`config.mk`:
```
export PLATFORM = sky130hd
export DESIGN_NAME = reg_writeback
export DESIGN_NICKNAME = d
export VERILOG_FILES = /design/src/rtl/reg_writeback.sv
export SDC_FILE = /design/constraint.sdc
export NUM_CORES = 1
export LEC_CHECK = 0
export BUFFER_PORTS_ARGS = -buffer_cell sky130_fd_sc_hd__buf_4
export CAP_MARGIN = 30
export CORE_MARGIN = 8
export CORE_UTILIZATION = 51
export CTS_CLUSTER_DIAMETER = 80
export CTS_CLUSTER_SIZE = 40
export DETAILED_ROUTE_END_ITERATION = 8
export PLACE_DENSITY = 0.73
export REMOVE_ABC_BUFFERS = 1
export SLEW_MARGIN = 20
export SYNTH_ARGS = -nofsm -noshare
export SYNTH_HDL_FRONTEND = slang
export SYNTH_SLANG_ARGS = --single-unit
```
`constraint.sdc`:
```
create_clock -name clk -period 2.85 [get_ports clk]
set_clock_uncertainty 0.05 [all_clocks]
set_input_delay 0.285 -clock clk [delete_from_list [all_inputs] [get_ports clk]]
set_output_delay 0.285 -clock clk [all_outputs]
set_load 0.005 [all_outputs]
```
`src/rtl/reg_writeback.sv`:
```
// Register-file writeback arbiter: ALU results take priority over a DEPTH-entry load FIFO.
// Build option WB_LOAD_PRIO_EN: a full load FIFO stalls the ALU and forces a drain.
module reg_writeback #(
  parameter int DEPTH = 4,
  parameter int XLEN  = 32
) (
  input  logic            clk,
  input  logic            rst,
  input  logic            alu_valid,
  input  logic [4:0]      alu_rd,
  input  logic [XLEN-1:0] alu_data,
  output logic            alu_ready,
  input  logic            mem_valid,
  input  logic [4:0]      mem_rd,
  input  logic [XLEN-1:0] mem_data,
  output logic            mem_ready,
  output logic [4:0]      wr_addr,
  output logic [XLEN-1:0] wr_data,
  output logic            wr_en,
  input  logic [4:0]      q_addr,
  output logic            q_hit
);
  localparam int AW = $clog2(DEPTH);

  typedef struct packed {
    logic [4:0]      rd;
    logic [XLEN-1:0] data;
  } wb_ent_t;

  wb_ent_t         fifo [DEPTH];
  logic [AW-1:0]   rd_ptr, wr_ptr;
  logic [AW:0]     count;
  logic            full, empty;
  logic            alu_fire, alu_sel, mem_fire, push, pop;
  logic [DEPTH-1:0] ent_vld;

  assign full  = (count == (AW+1)'(DEPTH));
  assign empty = (count == '0);

`ifdef WB_LOAD_PRIO_EN
  assign alu_ready = ~full;
`else
  assign alu_ready = 1'b1;
`endif
  assign mem_ready = ~full;

  assign alu_fire = alu_valid & alu_ready;
  assign alu_sel  = alu_fire & (alu_rd != 5'd0);
  assign mem_fire = mem_valid & mem_ready;
  // Loads to x0 are dropped at the door so they never occupy a slot.
  assign push     = mem_fire & (mem_rd != 5'd0);
  assign pop      = ~alu_sel & ~empty;

  always_ff @(posedge clk or negedge rst) begin
    if (!rst) begin
      rd_ptr <= '0;
      wr_ptr <= '0;
      count  <= '0;
    end else begin
      if (push) wr_ptr <= wr_ptr + 1'b1;
      if (pop)  rd_ptr <= rd_ptr + 1'b1;
      if (push && !pop)      count <= count + 1'b1;
      else if (pop && !push) count <= count - 1'b1;
    end
  end

  // Entry storage needs no reset; occupancy is tracked by count and pointers.
  always_ff @(posedge clk) begin
    if (push) fifo[wr_ptr] <= '{rd: mem_rd, data: mem_data};
  end

  always_ff @(posedge clk or negedge rst) begin
    if (!rst) begin
      wr_en   <= 1'b0;
      wr_addr <= '0;
      wr_data <= '0;
    end else if (alu_sel) begin
      wr_en   <= 1'b1;
      wr_addr <= alu_rd;
      wr_data <= alu_data;
    end else if (pop) begin
      wr_en   <= 1'b1;
      wr_addr <= fifo[rd_ptr].rd;
      wr_data <= fifo[rd_ptr].data;
    end else begin
      wr_en   <= 1'b0;
    end
  end

  for (genvar g = 0; g < DEPTH; g++) begin : g_vld
    logic [AW-1:0] off;
    assign off        = AW'(g) - rd_ptr;
    assign ent_vld[g] = ({1'b0, off} < count);
  end

  always_comb begin
    q_hit = wr_en && (wr_addr == q_addr);
    for (int i = 0; i < DEPTH; i++) begin
      if (ent_vld[i] && (q_addr != 5'd0) && (fifo[i].rd == q_addr)) q_hit = 1'b1;
    end
  end
endmodule
```
==> summary.txt <==
Congestion Overflow GR = 0
layout cells sized above 1 = 34.82%
Routed WL = 16.15 mm
setup TNS = 0 ns
total CTS buffers = 17
die area = 0.01993 sq mm
Leak = 3.668 nW
outcome = complete, no violations
Logic pwr share = 31.6%
CP max FO = 21
first-pass GRT wire length = 26.19 mm
Vias = 4428
IO Port Bufs = 122
Detailed Route Iter0 Violations = 192
largest net degree at the start of global routing = 74
most common cell after layout, fill and taps aside = edfxtp_1
nets@finish = 709
Clock Pin Slew Worst Setup and Hold Paths = 0.07 ns
Post-synth top flop = edfxtp_1
Final GP Congestion = 0.8552
Initial Util = 52.37%
Crit path required time = 2.52 ns
TritonRoute pass-1 iters = 4
clock power share = 24.1%
Synth async-reset ratio = 23.32%
n_diodes = 0
Final Hold Fails = 0
Fmax achieved = 389.8 MHz
row count = 45
Ports = 124
Met3 Routed Length = 934 microns
Hold WS = 0.02285 ns
Arrival @ worst endpoint = 2.23 ns
CTS tree = built
Sink Count = 193
Int Power = 6.412 mW
Cells after Synth = 457
Slew headroom = 46.90%
CP Class = reg2out
vias per inst = 5.271
CTS root buffer = clkbuf_16
DR WL met2 = 8.438 mm
Final setup viols = 0
Sw Ratio = 29.91%
Hold Path Class = in2reg
post-synth top area cell = edfxtp_1
min cycle time layout = 2.565 ns
Routed Antenna Nets = 0
vias in the first global route = 4971
core outline area = 0.01526 sq mm
H-tree lvl count = 4
Highest Signal Layer = met4
Flop pwr share = 44.3%
initial antenna violation count = 0
Synth Register Bits = 193
DRC Markers = 0
top cell type's share of synthesized area = 55.61%
Tcrit/Tclk final = 90.02%
Die Wd = 141.2 microns
commonest cells after routing, fill and taps aside = 148 x edfxtp_1, 134 x buf_4, 43 x dfrtp_1, 39 x nor2_1
maximum resistive drop on vdd = 0.0004997 V
Max Root-Sink Buffers = 2
Worst setup SP type = flop
Mapped Area = 0.007991 sq mm
Synth cell types = 34
Setup crit end kind = output port
worst-skew pair later-pin latency = 0.43 ns
Die Ht = 141.2 microns
PwrDens = 915.8 mW/mm^2
sequential fraction of the synthesis area = 69.70%
mean area per synthesized cell = 17.49 sq um
NetSw = 2.736 mW
Synth-to-Final Area Change = 24.99%
Final Max Slew Viols = 0
Post-synth EDFFs = 148
post-DP HPWL = 10.81 mm
GRT Overall Usage = 17.23%
Yosys warning count = 0
synth top area cells = edfxtp_1 56%, dfrtp_1 14%, mux4_2 10%
postcts setup bufs = 0
RSZ-0062 raised after global routing = no
Least-Margin Pin Slew = 0.7964 ns
WL/cell = 19.23 microns
WL met1 = 6.673 mm
max_cap viols = 0
-- stage by stage --
step	cell area [sq um]	worst slack [ns]	std cells	utilization [%]	power, mW
CTS	9973	0.09432	839	65.36	9.275
detailed placement	9114	0.4357	776	59.73	7.033
floorplan	7796	-3.014	429	-	5.948
global placement	9114	0.4968	776	59.73	6.909
finish	9988	0.2846	840	65.46	9.147
global route	9988	0.07915	840	65.46	9.657
-- critical path: stages, from the launching register on --
cell,delay (ns)
dfrtp_2,0.39
buf_6,0.24
inv_1,0.07
ha_1,0.29
inv_1,0.04
a2111oi_1,0.39
nor4_1,0.13
o21ai_1,0.14
buf_4,0.12
-- synthesized netlist by cell type, types with 3 or more instances --
library cell  number
edfxtp_1         148
clkbuf_1           7
mux4_2            37
nor2b_1            4
xor2_1            11
and2_1             4
nor2_1            39
a2111oi_0          4
buf_2              6
mux2_2             4
buf_6              6
xnor2_1           21
a21oi_1           37
dfrtp_1           45
ha_1               9
buf_4              7
mux2i_1           35
nand4_1            4
inv_1              8
nand2_1            3
-- logic make-up after synthesis --
| group | after synthesis | share of synthesized area, % |
|---|---|---|
| buf+inv | 36 | 2.818 |
| fa+ha+maj | 10 | 1.660 |
| compound gates | 46 | 3.257 |
| simple gates | 63 | 3.632 |
| xor+xnor | 32 | 3.507 |
| other cells | 1 | 0.04693 |
| flops | 193 | 69.70 |
| mux | 76 | 15.38 |
-- registers in the layout (all words and copies together), names as in the netlist --
register  count
wr_addr       5
wr_ptr        2
count         3
fifo        148
rd_ptr        2
wr_data      32
wr_en         1
-- layout make-up --
type / instances / area (sq um)
Clock buffer: 17 / 425.4
Clock inverter: 15 / 123.9
Fill cell: 1072 / 5270
Inverter: 8 / 30.03
Multi-Input combinational cell: 228 / 2215
Sequential cell: 193 / 5573
Tap cell: 211 / 264.0
Timing Repair Buffer: 168 / 1358
-- routing by layer --
layer	global-route usage (%)	vias to the layer above
li1	-	2060
met5	0	-
met2	29.73	107
met3	5.098	9
met1	20.47	2252
met4	5.147	0
-- timing repair --
action	4_1_cts	5_1_grt
resized for setup	0	2
endpoints found under the setup margin	0	1
hold buffers	31	1
endpoints found under the hold margin	151	4
-- power by group through the flow --
stage / registers [mW] / logic (mW) / clock network, mW
5_1_grt: 4.12 / 3.17 / 2.37
4_1_cts: 4.06 / 2.96 / 2.26
2_1_floorplan: 4.26 / 1.69 / 0
6_report: 4.05 / 2.89 / 2.20
3_3_place_gp: 4.07 / 2.84 / 0
3_5_place_dp: 4.12 / 2.91 / 0
-- path summary, 6_finish.rpt --
kind | from | to | slack [ns] | cells after the start
worst max register to register | count[0] | count[2] | 0.62 | 11
worst max-delay path | rd_ptr[1] | q_hit | 0.28 | 8
worst min register to register | wr_ptr[1] | wr_ptr[1] | 0.53 | 1
min in group asynchronous | rst | wr_addr[1] | 0.39 | 2
worst min-delay path | mem_data[26] | fifo[1][26] | 0.02 | 1
max in group asynchronous | rst | rd_ptr[1] | 1.89 | 2
Power figures use the tool's default switching activity.
